===== src/rtl/shift_seq_ctrl.sv =====
// Shift sequencer: selects a shift amount, loads the shifter, then issues one
// single-bit shift command per cycle until the latched amount is exhausted.
module shift_seq_ctrl (
  input  logic       clk,
  input  logic       reset,
  input  logic       start,
  input  logic [1:0] shift_kind,
  input  logic [1:0] amt_src,
  input  logic [4:0] amt_in,
  output logic [2:0] amt_sel,
  output logic [2:0] shift_op,
  output logic       busy,
  output logic       done,
  output logic [4:0] count
);

  typedef enum logic [2:0] {
    S_IDLE   = 3'd0,
    S_SELECT = 3'd1,
    S_LOAD   = 3'd2,
    S_SHIFT  = 3'd3,
    S_DONE   = 3'd4
  } state_t;

  localparam logic [2:0] OP_NOP  = 3'b000;
  localparam logic [2:0] OP_LOAD = 3'b001;
  localparam logic [2:0] OP_SLL  = 3'b010;
  localparam logic [2:0] OP_SRL  = 3'b011;
  localparam logic [2:0] OP_SRA  = 3'b100;

  state_t     state_q, state_d;
  logic [1:0] kind_q, kind_d;
  logic [2:0] amt_sel_q, amt_sel_d;
  logic [4:0] count_q, count_d;

  always_ff @(posedge clk or posedge reset) begin
    if (reset) begin
      state_q   <= S_IDLE;
      kind_q    <= 2'b00;
      amt_sel_q <= 3'b000;
      count_q   <= 5'd0;
    end else begin
      state_q   <= state_d;
      kind_q    <= kind_d;
      amt_sel_q <= amt_sel_d;
      count_q   <= count_d;
    end
  end

  always_comb begin
    state_d   = state_q;
    kind_d    = kind_q;
    amt_sel_d = amt_sel_q;
    count_d   = count_q;
    case (state_q)
      S_IDLE: begin
        if (start) begin
          kind_d  = shift_kind;
          state_d = S_SELECT;
          case (amt_src)
            2'b00:   amt_sel_d = 3'b000;
            2'b01:   amt_sel_d = 3'b010;
            2'b10:   amt_sel_d = 3'b011;
            default: amt_sel_d = 3'b001;
          endcase
        end
      end
      S_SELECT: begin
        // The amount mux output is only trusted on the edge leaving SELECT.
        count_d = amt_in;
        state_d = S_LOAD;
      end
      S_LOAD: begin
        if (count_q == 5'd0 || kind_q == 2'b11) state_d = S_DONE;
        else                                    state_d = S_SHIFT;
      end
      S_SHIFT: begin
        if (count_q <= 5'd1) begin
          count_d = 5'd0;
          state_d = S_DONE;
        end else begin
          count_d = count_q - 5'd1;
        end
      end
      S_DONE: begin
        amt_sel_d = 3'b000;
        state_d   = S_IDLE;
      end
      default: state_d = S_IDLE;
    endcase
  end

  // Moore decode: depends only on state and the latched kind.
  always_comb begin
    shift_op = OP_NOP;
    busy     = (state_q != S_IDLE);
    done     = (state_q == S_DONE);
    case (state_q)
      S_LOAD: shift_op = OP_LOAD;
      S_SHIFT: begin
        case (kind_q)
          2'b00:   shift_op = OP_SLL;
          2'b01:   shift_op = OP_SRL;
          2'b10:   shift_op = OP_SRA;
          default: shift_op = OP_NOP;
        endcase
      end
      default: shift_op = OP_NOP;
    endcase
  end

  assign amt_sel = amt_sel_q;
  assign count   = count_q;

endmodule


===== config.mk =====
export PLATFORM = sky130hd
export DESIGN_NAME = shift_seq_ctrl
export DESIGN_NICKNAME = d
export VERILOG_FILES = /design/src/rtl/shift_seq_ctrl.sv
export SDC_FILE = /design/constraint.sdc
export NUM_CORES = 1
export LEC_CHECK = 0
export ABC_AREA = 1
export CAP_MARGIN = 0
export CELL_PAD_IN_SITES_DETAIL_PLACEMENT = 1
export CELL_PAD_IN_SITES_GLOBAL_PLACEMENT = 2
export CORE_UTILIZATION = 24
export DETAILED_ROUTE_END_ITERATION = 10
export GPL_ROUTABILITY_DRIVEN = 0
export PLACE_DENSITY = 0.82
export REMOVE_ABC_BUFFERS = 1
export SYNTH_ARGS = -nofsm -noshare
export SYNTH_HDL_FRONTEND = slang
export SYNTH_SLANG_ARGS = --single-unit

===== constraint.sdc =====
create_clock -name clk -period 1.4 [get_ports clk]
set_input_delay 0.28 -clock clk [delete_from_list [all_inputs] [get_ports clk]]
set_output_delay 0.28 -clock clk [all_outputs]
set_load 0.02 [all_outputs]

==> impl_results.md, run 1 <==
- Cell with the most instances after synthesis: nand2_1
- Initial Utilization: 26.3%
- Setup TNS: -646 ps
- EDFF count, synth: 0
- Worst Path Required: 1120 ps
- PD cells: 2330 nW/µm²
- Crit-path slowest cell: dfrtp_1
- Overall Global Routing Usage: approximately 14%
- WL/cell: between 10 and 15 µm
- CP cell instances: inv_2, nand2_4, nor2_8, inv_2, nor3_2, buf_4
- Grt total ovfl: 0
- Clock-pin transition on the worst setup and hold timing paths: 80 ps
- Area growth, synth to finish: 67.7%
- Worst vdd ir: 826 µV
- Clock skew: roughly 2.6 ps
- Post-synth top cells: nand2_1 (14), a21oi_1 (13), dfrtp_1 (12)
- CTS tree: done
- Final worst path period share: 111%
- Core area: 2880 µm²
- Prevailing post-synth register cell: dfrtp_1
- Failing checks: setup timing
- Syn avg cell area: between 7 and 8 µm²
- CP max FO: 3
- Num CTS Buffers: 3
- Ports: 25
- Vias in the first global route: 855
- Critical path class: flip-flop to output pin
- Final #Nets: 161
- Total die area: 3380 µm²
- First-pass GRT wire length: between 3 and 4 mm
- Pin count of the biggest net entering global routing: 13
- Via-to-Cell Ratio: 4.42
- Sink Count: 12
- Reg area: a little over 300 µm²
- FMAX: 642 MHz
- Fillers: 360
- DR iter-0 viols: 12
- Unrepaired setup endpoints after global routing: true
- Sequential fraction of the synthesis area: 39.7%
- Final Hold Fails: 0
- Max-cap viol count: 0
- Hold Path Class: primary input to async pin
- Status: finished with violations
- Area of the multi-input gates: 438 µm²
- Final setup margin: -156 ps
- Placed cell count: 172
- Die Y: approximately 58 µm
- Post-route DRC: 0
- CP most frequent cell: inv_2
- Leakage power: 0.000630 µW
- Synth area leaders: dfrtp_1 (40%), a21oi_1 (8.6%), ha_1 (8.3%), nand2_1 (7.0%), nand3_1 (6.6%)
- CTS H-tree depth: 1
- Fraction of layout cells with a size suffix above 1: 33.6%
- Synth top area share: 39.7%
- Drt pass-1 iters: 3
- Clk Latency, worst-skew pair: 270 ps
- Inserted Diodes: 0
- Synth Register Bits: 12
- Initial antenna violation count: 0
- Worst EP arrival: 1280 ps
- Mapped cell area: 756 µm²
- Max-slew violation count: 0
- Pre-CTS WS: -363 ps
- # port buffers: 23
- Yosys warning count: 0
- Crit path time final: 1560 ps
- DR vias: just over 800
- Post-CTS Hold Fix Bufs: 0
- Worst setup EP type: output pin
- Hold Slack: 322 ps
- Die W: 58.1 µm
- Synth area leader: dfrtp_1
- Post-Layout Cell Count: 185
- Routed Wire Length: 2.21 mm
- Crit start category: flip-flop
- ANT nets after route: 0
- Row count: 19
- Synth Instances: 95
- Synth async-reset ratio: 100%
- Dpl hpwl: 1.65 mm
- Fin util: between 40% and 50%
- Final setup violation count: 5
- Largest stage delay, worst path: 410 ps
- Synth cell types: 22
- Root Buffer: clkbuf_4
- CTS max path bufs: 2
## cells in the final DEF, fill, tap and decap left out, types with 3 or more instances in the layout
master,n
dfrtp_1,10
nand3_1,10
nor2_1,10
a21oi_1,13
inv_2,4
dlygate4sd2_1,6
buf_4,23
buf_6,4
clkdlybuf4s50_1,11
clkbuf_4,3
ha_1,5
nand2_1,12
inv_1,7
## per-stage QoR
stage               instance area, µm²  total power [µW]
global route                      1270              3220
CTS                               1240              2920
global placement                  1130              2400
finish                            1270              2950
floorplan                          748              1630
detailed placement                1130              2460
## cell type report
class                      count  share of cell area [%]
multi-input combinational     70                    34.6
timing repair buffer          45                    30.8
sequential                    12                    23.9
tap                           42                    4.15
inverter                      12                    3.75
clock buffer                   4                    2.86
## metal layers
metal  GRT usage (%)  wire length, µm  vias to the layer above
li1                -                -                      411
met1            16.5              924                      386
met2            26.3             1220                       20
met3            3.35               71                        0
met4            3.06                0                        0
met5               0                0                        -
## cells by family after synthesis
| family | count (synthesis) | synth area share, % |
|---|---|---|
| compound gates | 19 | 13.7 |
| flops | 12 | 39.7 |
| buf+inv | 13 | 6.95 |
| other cells | 1 | 0.496 |
| xor+xnor | 1 | 1.16 |
| fa+ha+maj | 5 | 8.28 |
| simple gates | 44 | 29.6 |
## what timing repair did
action                                 4_1_cts  5_1_grt
setup endpoints to repair                   12       17
pin swaps                                    3        2
endpoints found under the hold margin        0        0
setup buffers                                6        5
resized for setup                           47        4
## registers in the layout, summed over array words and instances (netlist names)
| name | cells |
|---|---|
| amt_sel | 2 |
| count | 5 |
| kind_q | 2 |
| state_q | 3 |
## critical path, delay by kind of cell, from the launching register on
family | cells | cell delay [ps]
buffers and inverters | 3 | 310
flip-flops | 1 | 410
AND/OR/NAND/NOR | 3 | 280
## power by group
part	switching [µW]	internal, µW
logic	1030	938
clock network	123	158
registers	187	522
## worst paths after layout
kind,from,end,slack [ps],depth (start not counted)
hold / removal,reset,count[0],320,2
setup reg to reg,state_q[1],kind_q[1],110,6
max in group asynchronous,reset,state_q[0],720,2
min in group clk,amt_sel[1],amt_sel[1],510,2
hold reg to reg,amt_sel[1],amt_sel[1],510,2
setup / recovery,state_q[2],shift_op[2],-160,6
Note: power is estimated with default switching activity, not from simulation.
==> run 2, diff against run 1 <==
--- a/config.mk
+++ b/config.mk
@@ -9,10 +9,10 @@
 export CAP_MARGIN = 0
 export CELL_PAD_IN_SITES_DETAIL_PLACEMENT = 1
 export CELL_PAD_IN_SITES_GLOBAL_PLACEMENT = 2
-export CORE_UTILIZATION = 24
+export CORE_UTILIZATION = 26
 export DETAILED_ROUTE_END_ITERATION = 10
 export GPL_ROUTABILITY_DRIVEN = 0
-export PLACE_DENSITY = 0.82
+export PLACE_DENSITY_LB_ADDON = 0.08
 export REMOVE_ABC_BUFFERS = 1
 export SYNTH_ARGS = -nofsm -noshare
 export SYNTH_HDL_FRONTEND = slang
==> constraint.sdc (replaced) <==
create_clock -name clk -period 2.01 [get_ports clk]
set_input_delay 0.402 -clock clk [delete_from_list [all_inputs] [get_ports clk]]
set_output_delay 0.402 -clock clk [all_outputs]
set_load 0.02 [all_outputs]
==> run 2 against run 1 <==
The flow now finishes without violations. Setup slack improved by 260 ps. Die area decreased by 7.4%. Highest routed layer is now met4. Critical path type unchanged. Critical path depth unchanged. Largest cell class unchanged.
==> impl_results.md, run 2 (same netlist as run 1, synthesis figures left out) <==
- CP most frequent cell: inv_2 (unchanged)
- Dpl hpwl: 1.56 mm (was 1.65 mm)
- Largest stage delay, worst path: 420 ps (was 410 ps)
- Fraction of layout cells with a size suffix above 1: 13.0% (was 33.6%)
- Crit path time final: roughly 1900 ps
- Via-to-Cell Ratio: 4.69 (was 4.42)
- Initial Utilization: 27.4% (was 26.3%)
- Max reg flops: 5 (unchanged)
- Power Total: 1710 µW (was 2950 µW)
- CP max FO: 8 (was 3)
- Num CTS Buffers: 3 (unchanged)
- Grt total ovfl: 0 (unchanged)
- Max-cap viol count: 0 (unchanged)
- Root Buffer: clkbuf_4 (unchanged)
- Worst vdd ir: 687 µV (was 826 µV)
- GR Layer Usage met1: 17.5% (was 16.5%)
- Post-Layout Cell Count: 154 (was 185)
- DR vias: 722 (was 817)
- Hold Path Class: primary input to async pin (unchanged)
- GRT busiest layer: met2 (unchanged)
- Routed Wire Length: 1.93 mm (was 2.21 mm)
- ANT nets after route: 0 (unchanged)
- Worst EP arrival: 1510 ps (was 1280 ps)
- Critical path class: flip-flop to output pin (unchanged)
- Final #Nets: 141 (was 161)
- Initial antenna violation count: 0 (unchanged)
- CTS tree: done (unchanged)
- Setup TNS: 0 ps (was -646 ps)
- Hold Slack: 429 ps (was 322 ps)
- Fillers: 358 (was 360)
- Commonest non-fill, non-tap cell in the layout: clkdlybuf4s50_1 (was buf_4)
- Overall Global Routing Usage: 14.2% (about the same)
- Worst Path Required: 1610 ps (was 1120 ps)
- CTS max path bufs: 2 (unchanged)
- Core area: 2760 µm² (was 2880 µm²)
- Final setup violation count: 0 (was 5)
- Final instance area: 1070 µm² (was 1270 µm²)
- Post-route DRC: 0 (unchanged)
- Die Y: 55.9 µm (was 58.1 µm)
- WL/cell: 12.5 µm (was 11.9 µm)
- Area of the multi-input gates: 403 µm² (was 438 µm²)
- Largest delay share family, worst path: buffers and inverters (was flip-flops)
- Most frequent cells in the layout: clkdlybuf4s50_1 (18), nand2_1 (14), a21oi_1 (13) (was buf_4 (23), a21oi_1 (13), nand2_1 (12))
- CP bufs+invs: 3 (unchanged)
- Final worst path period share: 95.0%
- GR met2 Demand/Resource: 23.8% (was 26.3%)
- Ports: 25 (unchanged)
- CTS H-tree depth: 1 (unchanged)
- Row count: 19 (unchanged)
- Leakage power: 0.000518 µW (was 0.000630 µW)
- Total die area: 3130 µm² (was 3380 µm²)
- Inserted Diodes: 0 (unchanged)
- Worst setup EP type: output pin (unchanged)
- Reg area: 302 µm² (was 303 µm²)
- Pin count of the biggest net entering global routing: 13 (unchanged)
- Crit-path slowest cell: dfrtp_1 (unchanged)
- PD cells: 1600 nW/µm² (was 2330 nW/µm²)
- Status: finished, final reports clean (was finished with violations)
- Die W: 55.9 µm (was 58.1 µm)
- Unrepaired setup endpoints after global routing: false (was true)
- Clk Latency, worst-skew pair: 290 ps (was 270 ps)
- # port buffers: 23 (unchanged)
- Sink Count: 12 (unchanged)
- Max-slew violation count: 0 (unchanged)
- Clock-pin transition on the worst setup and hold timing paths: 80 ps (about the same)
- Crit start category: flip-flop (unchanged)
- First-pass GRT wire length: 3.43 mm (was 3.64 mm)
- Vias in the first global route: 780 (was 855)
- CP cell instances: inv_2, nand2_4, nor2_8, inv_2, nor3_1, dlygate4sd1_1 (was inv_2, nand2_4, nor2_8, inv_2, nor3_2, buf_4)
- Met3 GRT Util: 2.33% (was 3.35%)
- Placed instance area: 1030 µm² (was 1130 µm²)
- DR iter-0 viols: 4 (was 12)
- Final Hold Fails: 0 (unchanged)
- Clock skew: 5.74 ps (was 2.58 ps)
- Area growth, synth to finish: 41.4% (was 67.7%)
- Drt pass-1 iters: 4 (was 3)
- FMAX: 524 MHz
- Placed cell count: 150 (was 172)
==> run 2: through the flow <==
stage               setup WS [ps]  util, %
global placement              119     37.4
finish                        101     38.7
floorplan                     407        -
CTS                          1.42     38.6
global route                 7.69     38.7
detailed placement            106     37.4
==> run 2: timing repair <==
action                                  in CTS  in global routing
hold endpoints to repair                     0                  0
setup buffers                                0                  0
gates resized for setup                      4                  5
hold buffers                                 0                  0
endpoints found under the setup margin       4                  3
==> run 2: layout make-up <==
| cell class | count | share of cell area, % |
|---|---|---|
| multi-input cells | 70 | 37.7 |
| inverters | 12 | 4.22 |
| repair buffers | 25 | 22.8 |
| clock buffers | 4 | 3.40 |
| flip-flops and latches | 12 | 28.2 |
| well taps | 31 | 3.63 |
==> run 2: path summary, 6_finish.rpt <==
kind                                    end  cells after the start  slack [ps]       start
worst max-delay path            shift_op[2]                      6         100  state_q[2]
min in group clk                 amt_sel[0]                      2         500  amt_sel[0]
worst min register to register   amt_sel[0]                      2         500  amt_sel[0]
worst min-delay path               count[3]                      2         430       reset
worst max register to register   state_q[2]                      7         570    count[1]
max in group asynchronous        state_q[0]                      2        1230       reset
==> run 2: layer usage <==
layer | vias to the layer above | part of all wire, %
li1 | 365 | -
met1 | 332 | 46
met2 | 20 | 47
met3 | 5 | 4.1
met4 | 0 | 2.6
met5 | - | 0
==> run 2: where the power goes <==
group	internal, µW	switching, µW	total (µW)	leakage [µW]
Sequential	362	138	500	0.000143
Clock	110	90.3	201	0.0000210
Combinational	429	585	1010	0.000355
Total	901	813	1710	0.000518
